### src/rtl/pwm_capture.sv
// PWM capture: synchronises pwm_in, measures high time and period between
// consecutive rising edges, and flags a stuck line after TIMEOUT cycles.
module pwm_capture #(
  parameter int CNT_WIDTH = 16,
  parameter int TIMEOUT   = 65535
) (
  input  logic                 clock,
  input  logic                 reset_n,
  input  logic                 pwm_in,
  output logic [CNT_WIDTH-1:0] high_count,
  output logic [CNT_WIDTH-1:0] period_count,
  output logic                 sample_valid,
  output logic                 stuck,
  output logic                 stuck_level
);

  typedef enum logic [1:0] {
    IDLE    = 2'd0,
    MEASURE = 2'd1,
    STUCK   = 2'd2
  } state_t;

  localparam logic [CNT_WIDTH-1:0] TIMEOUT_VAL = CNT_WIDTH'(TIMEOUT);
  localparam logic [CNT_WIDTH-1:0] ONE         = {{(CNT_WIDTH-1){1'b0}}, 1'b1};
  localparam logic [CNT_WIDTH-1:0] ZERO        = {CNT_WIDTH{1'b0}};

  state_t               state;
  logic                 sync1;
  logic                 sync2;
  logic                 prev;
  logic [CNT_WIDTH-1:0] period_acc;
  logic [CNT_WIDTH-1:0] high_acc;
  logic                 rise;
  logic                 timeout_hit;

  // Synchroniser resets high so a line already high at release is not a rise.
  always_ff @(posedge clock or negedge reset_n) begin
    if (!reset_n) begin
      sync1 <= 1'b1;
      sync2 <= 1'b1;
      prev  <= 1'b1;
    end else begin
      sync1 <= pwm_in;
      sync2 <= sync1;
      prev  <= sync2;
    end
  end

  // Edge and timeout decode.
  always_comb begin
    rise        = 1'b0;
    timeout_hit = 1'b0;
    rise        = sync2 & ~prev;
    timeout_hit = (period_acc == TIMEOUT_VAL);
  end

  // Measurement state machine; accumulators only count while measuring,
  // so period_acc stops at TIMEOUT and never wraps.
  always_ff @(posedge clock or negedge reset_n) begin
    if (!reset_n) begin
      state        <= IDLE;
      period_acc   <= ZERO;
      high_acc     <= ZERO;
      high_count   <= ZERO;
      period_count <= ZERO;
      sample_valid <= 1'b0;
      stuck        <= 1'b0;
      stuck_level  <= 1'b0;
    end else begin
      sample_valid <= 1'b0;
      case (state)
        IDLE: begin
          if (rise) begin
            period_acc <= ONE;
            high_acc   <= ONE;
            stuck      <= 1'b0;
            state      <= MEASURE;
          end else begin
            state <= IDLE;
          end
        end
        MEASURE: begin
          if (rise) begin
            high_count   <= high_acc;
            period_count <= period_acc;
            sample_valid <= 1'b1;
            period_acc   <= ONE;
            high_acc     <= ONE;
          end else if (timeout_hit) begin
            stuck        <= 1'b1;
            stuck_level  <= sync2;
            period_count <= TIMEOUT_VAL;
            high_count   <= sync2 ? TIMEOUT_VAL : ZERO;
            sample_valid <= 1'b1;
            state        <= STUCK;
          end else begin
            period_acc <= period_acc + ONE;
            high_acc   <= high_acc + {{(CNT_WIDTH-1){1'b0}}, sync2};
          end
        end
        STUCK: begin
          if (rise) begin
            stuck      <= 1'b0;
            period_acc <= ONE;
            high_acc   <= ONE;
            state      <= MEASURE;
          end else begin
            state <= STUCK;
          end
        end
        default: begin
          state <= IDLE;
        end
      endcase
    end
  end

endmodule

### config.mk
export PLATFORM = sky130hd
export DESIGN_NAME = pwm_capture
export DESIGN_NICKNAME = d
export VERILOG_FILES = /design/src/rtl/pwm_capture.sv
export SDC_FILE = /design/constraint.sdc
export NUM_CORES = 1
export LEC_CHECK = 0
export CAP_MARGIN = 20
export CORE_MARGIN = 2
export CORE_UTILIZATION = 28
export CTS_CLUSTER_SIZE = 25
export DETAILED_ROUTE_END_ITERATION = 7
export MAX_ROUTING_LAYER = met4
export PLACE_DENSITY_LB_ADDON = 0.12
export SYNTH_ARGS = -nofsm -noshare
export SYNTH_HDL_FRONTEND = slang
export SYNTH_SLANG_ARGS = --single-unit
### constraint.sdc
create_clock -name clock -period 2 [get_ports clock]
set_clock_uncertainty 0.1 [all_clocks]
set_input_delay 0.4 -clock clock [delete_from_list [all_inputs] [get_ports clock]]
set_output_delay 0.4 -clock clock [all_outputs]
set_load 0.05 [all_outputs]
# [Word-level counts from Yosys, hierarchy flattened]
# Cells that the tools add are included.
[classes] n_addsub=2 eq_ne=7 muxes=24 bitwise_logic=3 n_reduce_logical=9
[ops] op="two-way mux 16 bit" count=10
[ops] op="one-hot mux 16 bit (2 select lines)" count=2
[ops] op="adder 16 x 1 -> 16 bit" count=1
[ops] op="adder 16 x 1 -> 16 bit (second input constant)" count=1
[ops] op="== test 16 bit (second input constant)" count=1
[ops] op="two-way mux 1 bit" count=7
[ops] op="two-way mux 2 bit" count=3
[ops] op="one-hot mux 2 bit (3 select lines)" count=1
[ops] op="AND reduction 3 bit" count=2
[ops] op="inequality test 2 bit (second input constant)" count=2
[ops] op="AND reduction 2 bit" count=2
[ops] op="AND reduction 4 bit" count=1
[ops] op="nonzero test 2 bit" count=2
[ops] op="inequality test 3 bit (second input constant)" count=1
[ops] op="== test 2 x 1 -> 1 bit (second input constant)" count=1
[ops] op="== test 2 bit (second input constant)" count=1
[ops] op="logical NOT 2 bit" count=1
[ops] op="inequality test 2 x 1 -> 1 bit (second input constant)" count=1
[ops] op="inverter 1 bit" count=2
[ops] op="one-hot mux 1 bit (2 select lines)" count=1
[ops] op="OR reduction 2 bit" count=1
[ops] op="AND 1 bit" count=1
[word_totals] regBits=72

# [Longest topological paths before layout]
# Gate-level depths: netlist of run 1.
[depth] depth_word=4 mapped_depth=7 ltp_nobuf=6

# [Worst setup path after synthesis of run 1]
# Ideal clock, no wire load.
[synth_timing] path_type="register to register" start="register period_acc[0]" end="register high_acc[0]" setup_ns=0.121 arrival_ns=1.733 required_ns=1.779 slack_ns=0.046 stages_incl_launch_ff=7 period_less_slack_ns=1.954 cell_sequence="dfrtp_1 -> ha_1 -> and3_1 -> a41oi_2 -> clkbuf_1 -> nand2_1 -> o22a_1"
[synth_via] elab_chain_cells=3
[synth_lines] item="start: declaration" line="31" source="logic [CNT_WIDTH-1:0] period_acc;"
[synth_lines] item="start signal: assignment" line="97" source="period_acc <= period_acc + ONE;"
[synth_lines] item="== test 16 bit" line="54" source="timeout_hit = (period_acc == TIMEOUT_VAL);"
[synth_lines] item="inequality test 3 bit (no line)"
[synth_lines] item="AND reduction 3 bit (no line)"
[synth_lines] item="end signal: assignment" line="98" source="high_acc <= high_acc + {{(CNT_WIDTH-1){1'b0}}, sync2};"
[synth_lines] item="end: declaration" line="32" source="logic [CNT_WIDTH-1:0] high_acc;"
# Every way passes these cells.
# A chain may end at the register's enable or synchronous reset.

# [Final worst setup path of run 1]
[layout_timing] start="register sync2" end="register high_acc[12]"
[layout_via] elab_chain_cells=4 elab_cells_between_ends=8
[layout_lines] item="start: declaration" line="29" source="logic sync2;"
[layout_lines] item="start signal: assignment" line="44" source="sync2 <= sync1;"
[layout_lines] item="adder 16 x 1 -> 16 bit" line="98"
[layout_lines] item="two-way mux 16 bit" line="89" source="end else if (timeout_hit) begin"
[layout_lines] item="two-way mux 16 bit" line="83" source="if (rise) begin"
[layout_lines] item="one-hot mux 16 bit (2 select lines)" line="71" source="case (state)"
# Parallel ways exist; a longest one is shown, timed or not. The select of a mux whose other input is x is not followed.

==> flow_metrics.py, run 1 <==
metrics = {
    "place": {
        "io_buffers": 37,
        "placed_area_um2": 4453,
        "detailedPlace.worstSlack_ns": -0.1645,
        "place_hpwl_mm": 7.257,
        "routabilityCongestion": 0.8186,
    },
    "power_and_ir_drop": {
        "leakage_nw": 2.215,
        "p_int_mw": 3.697,
        "p_per_area_nw_per_um2": 1100,
        "pwr-share-comb_pct": 29.8,
        "p_sw_mw": 1.861,
        "total_power_mw": 5.558,
        "ir_drop_v": 0.0007353,
        "sequentialPowerShare_pct": 34.1,
        "p_clk_share_pct": 36.1,
        "p_sw_share_pct": 33.48,
    },
    "clock_tree": {
        "cts_sinks": 72,
        "clk_path_buf_depth": 2,
        "cts_tree": "done",
        "cts-buffers-inserted": 9,
        "clk_pin_slew_worst_paths_ns": 0.06,
        "cts_root_buf": "clkbuf_16",
        "htreeDepth": 3,
        "clk_latency_ns": 0.33,
    },
    "hold_path": {
        "holdPathStages": 0,
        "holdPathEnd": "sync2",
        "min_from": "sync1",
        "hp-class": "flop to flop",
    },
    "global_routing": {
        "overflow": 0,
        "grt_max_degree": 44,
        "grt_pass1_vias": 3044,
        "antenna_found_initial": 0,
        "grt_use_total_pct": 16.58,
        "grt_pass1_wl_mm": 16.75,
    },
    "timing": {
        "rsz0062_at_grt": "true",
        "slew_headroom_pct": 68.04,
        "worst_slew_pin_slew_ns": 0.4784,
        "min_period_over_period_pct": 98.92,
        "setup_viol_count_final": 0,
        "final_hold_viol_count": 0,
        "slew_violations": 0,
        "fin_ws_ns": 0.02165,
        "fmaxAchievable_mhz": 505.5,
        "setup_tns_ns": 0,
        "min_period_ns": 1.978,
    },
    "cells_and_area": {
        "antenna_cells": 0,
        "area_growth_pct": 40.91,
        "design_area_um2": 5055,
        "drive_above_1_share_pct": 40.49,
        "nNetsFinal": 411,
        "fill_cells": 1219,
    },
    "synthesis": {
        "ys_seq_elements": 72,
        "synth_compound_area_share_pct": 22.78,
        "synth_top_area_share_pct": 48.13,
        "synth_mux_area_share_pct": 2.790,
        "synthSimpleGateAreaFrac_pct": 19.67,
        "yosys.area_share.xor_xnor_pct": 0,
        "synthAdderAreaFrac_pct": 1.046,
        "syn_nets": 319,
        "synth_cell_type_count": 57,
        "netlist.top_cell.by_area": "dfrtp_1",
        "yosys_warnings": 0,
        "synth_top_family_by_area": "compound AO/OA/AOI/OAI gates",
        "synth_area_leaders": "dfrtp_1, o221a_2, o22a_1, nand2_1, mux2i_1",
        "async_reset_ff_share_pct": 100.0,
        "yosysSeqAreaShare_pct": 50.33,
        "netlist_instances": 313,
        "ys_dominant_reg_cell": "dfrtp_1",
        "post_synth.cell_area_avg_um2": 11.46,
        "syn_area_um2": 3587,
        "synth_edf_count": 0,
    },
    "run_status": {
        "status": "complete, no violations",
    },
    "floorplanning": {
        "fp.dieH_um": 117.2,
        "die_w_um": 117.2,
        "die_area_um2": 13730,
        "rows": 41,
        "io_pins": 38,
        "start_util_pct": 28.54,
        "core_area_um2": 12570,
    },
    "worst_setup_path": {
        "cp_max_fo": 7,
        "rrSetupSlack_ns": 0.02,
        "ff2ff_path_depth": 6,
        "worstPathCellList": "buf_12 > nor3b_4 > buf_4 > o22ai_4 > buf_4 > a221o_1",
        "arrival_ns": 2.09,
        "cp-end-kind": "flop",
        "cp-start-kind": "flop",
        "slowest_stage": "dfstp_2",
        "rr_endpoint": "high_acc[12]",
        "r2r_start": "sync2",
        "crit_top_cell": "buf_4",
        "cp.required_ns": 2.11,
        "path_class": "flop to flop",
        "worst_path_largest_cell_delay_ns": 0.60,
    },
    "flow_run": {
        "drv_cap": 0,
    },
    "route": {
        "vias": 3014,
        "drt_iter0_markers": 180,
        "drc": 0,
        "wl_mm": 10.30,
        "ant_nets": 0,
        "vias_per_cell": 5.179,
        "wire_per_inst_um": 17.69,
        "first_pass_iters": 4,
    },
}
[cells in the mapped netlist (all sizes together) (4+ instances only)]
master / count
nand2: 36
nand4: 13
nand2b: 15
and4: 11
nor2: 10
dfrtp: 69
a211oi: 5
nand3: 4
nor3: 4
buf: 9
clkbuf: 9
a2111oi: 7
inv: 5
o221a: 16
a31oi: 14
o21ai: 4
o22a: 17
a221o: 5
mux2i: 10
and3: 8
[layer usage]
| metal | track usage, % | wire length [µm] |
|---|---|---|
| met1 | 21.39 | 4755 |
| met4 | 4.000 | 112 |
| met5 | - | 0 |
| met2 | 26.93 | 5075 |
| met3 | 3.244 | 353 |
[power by group through the flow]
stage	Clock (mW)	Sequential (mW)	Combinational, mW
CTS	2.05	1.89	1.64
detailed placement	0	1.91	1.62
floorplan	0	2.45	0.476
global placement	0	1.91	1.62
global route	2.12	1.93	1.77
finish	2.01	1.90	1.66
[area by class of cell]
class	count	area [µm²]	area share, %
Sequential cell	72	1805	35.72
Inverter	5	21.27	0.4208
Timing Repair Buffer	99	798.3	15.79
Tap cell	172	215.2	4.257
Clock buffer	11	242.7	4.802
Clock inverter	5	127.6	2.525
Multi-Input combinational cell	218	1844	36.49
[cells by family after synthesis]
kind of cell	after synthesis
buffers and inverters	23
adder cells (fa/ha/maj)	3
AO/OA/AOI/OAI	91
multiplexers	10
flip-flops	72
AND/OR/NAND/NOR	114
[flip-flops by register name, summed over array words and instances (netlist names)]
register and cells:
high_acc 16, high_count 16, period_acc 16, period_count 16
prev 1, sample_valid 1, state 2, stuck 1
stuck_level 1, sync1 1, sync2 1
[stage by stage]
| stage | utilization, % | instances | hold slack, ns |
|---|---|---|---|
| 3_3_place_gp | 35.43 | 562 | 0.2491 |
| 5_1_grt | 40.22 | 582 | 0.2609 |
| 3_5_place_dp | 35.43 | 562 | 0.2505 |
| 2_1_floorplan | - | 313 | 0.004409 |
| 4_1_cts | 38.93 | 581 | 0.2588 |
| 6_report | 40.22 | 582 | 0.2562 |
[worst max-delay path by stage]
stage | to | slack, ns | depth (start not counted) | start
final | high_acc[12] | 0.02 | 6 | sync2
after global routing | period_acc[15] | -0.05 | 6 | sync2
after global placement | period_acc[4] | -0.10 | 6 | period_acc[0]
after floorplan | high_acc[0] | 0.05 | 6 | period_acc[0]
after detailed placement | high_count[2] | -0.16 | 5 | period_acc[0]
after CTS | period_acc[15] | -0.04 | 7 | period_acc[0]
[layout by cell type, fill, tap and decap left out, types with 2 or more instances in the layout]
master     netlist  routed
buf_4            2      93
dfrtp_1         69      69
nand2_1         35      35
o22a_1          17      17
o221a_2         16      16
nand2b_1        15      14
a31oi_1         14      14
nand4_1         11      11
and4_1          10      10
mux2i_1         10      10
clkbuf_16        0       9
nor2_1           8       7
and3_1           8       6
a221o_1          5       5
a2111oi_4        0       5
inv_1            4       4
nor3_1           4       4
bufinv_16        0       4
buf_12           0       4
o21ai_0          3       3
a211oi_2         0       3
or3_1            3       3
a22o_1           3       3
dfstp_2          3       3
and3_4           0       2
nor2_2           2       2
nand4_4          2       2
nand3_2          1       2
nor4_4           2       2
o221ai_1         2       2
or4_4            0       2
nand3_1          3       2
a211oi_1         5       2
a41oi_1          2       2
a21oi_1          2       2
ha_1             3       2
[worst max-delay path, delay by kind of cell (launching register included)]
family	cells	cell delay [ns]
flops	1	0.60
simple gates	1	0.24
compound gates	2	0.43
buf+inv	3	0.50
[timing repair]
action,4_1_cts,5_1_grt
pin swaps,0,4
setup buffers,2,1
endpoints found under the setup margin,50,52
hold buffers,1,0
resized for setup,8,28
endpoints found under the hold margin,28,0
No activity file was read; power rests on OpenSTA's default activity.
==> inputs of run 2 (changes only) <==
--- a/config.mk
+++ b/config.mk
@@ -12,6 +12,7 @@
 export DETAILED_ROUTE_END_ITERATION = 7
 export MAX_ROUTING_LAYER = met4
 export PLACE_DENSITY_LB_ADDON = 0.12
+export SLEW_MARGIN = 20
 export SYNTH_ARGS = -nofsm -noshare
 export SYNTH_HDL_FRONTEND = slang
 export SYNTH_SLANG_ARGS = --single-unit
==> results of run 2 <==
The final DEF is identical to that of run 1; final timing and power are the same.
==> inputs of run 3 (changes only) <==
--- a/config.mk
+++ b/config.mk
@@ -5,11 +5,13 @@
 export SDC_FILE = /design/constraint.sdc
 export NUM_CORES = 1
 export LEC_CHECK = 0
-export CAP_MARGIN = 20
+export ABC_CLOCK_PERIOD_IN_PS = 2000
+export CAP_MARGIN = 15
 export CORE_MARGIN = 2
 export CORE_UTILIZATION = 28
 export CTS_CLUSTER_SIZE = 25
 export DETAILED_ROUTE_END_ITERATION = 7
+export HOLD_SLACK_MARGIN = 0.03
 export MAX_ROUTING_LAYER = met4
 export PLACE_DENSITY_LB_ADDON = 0.12
 export SLEW_MARGIN = 20
==> results of run 3 <==
The final DEF is identical to that of run 1; final timing and power are the same.
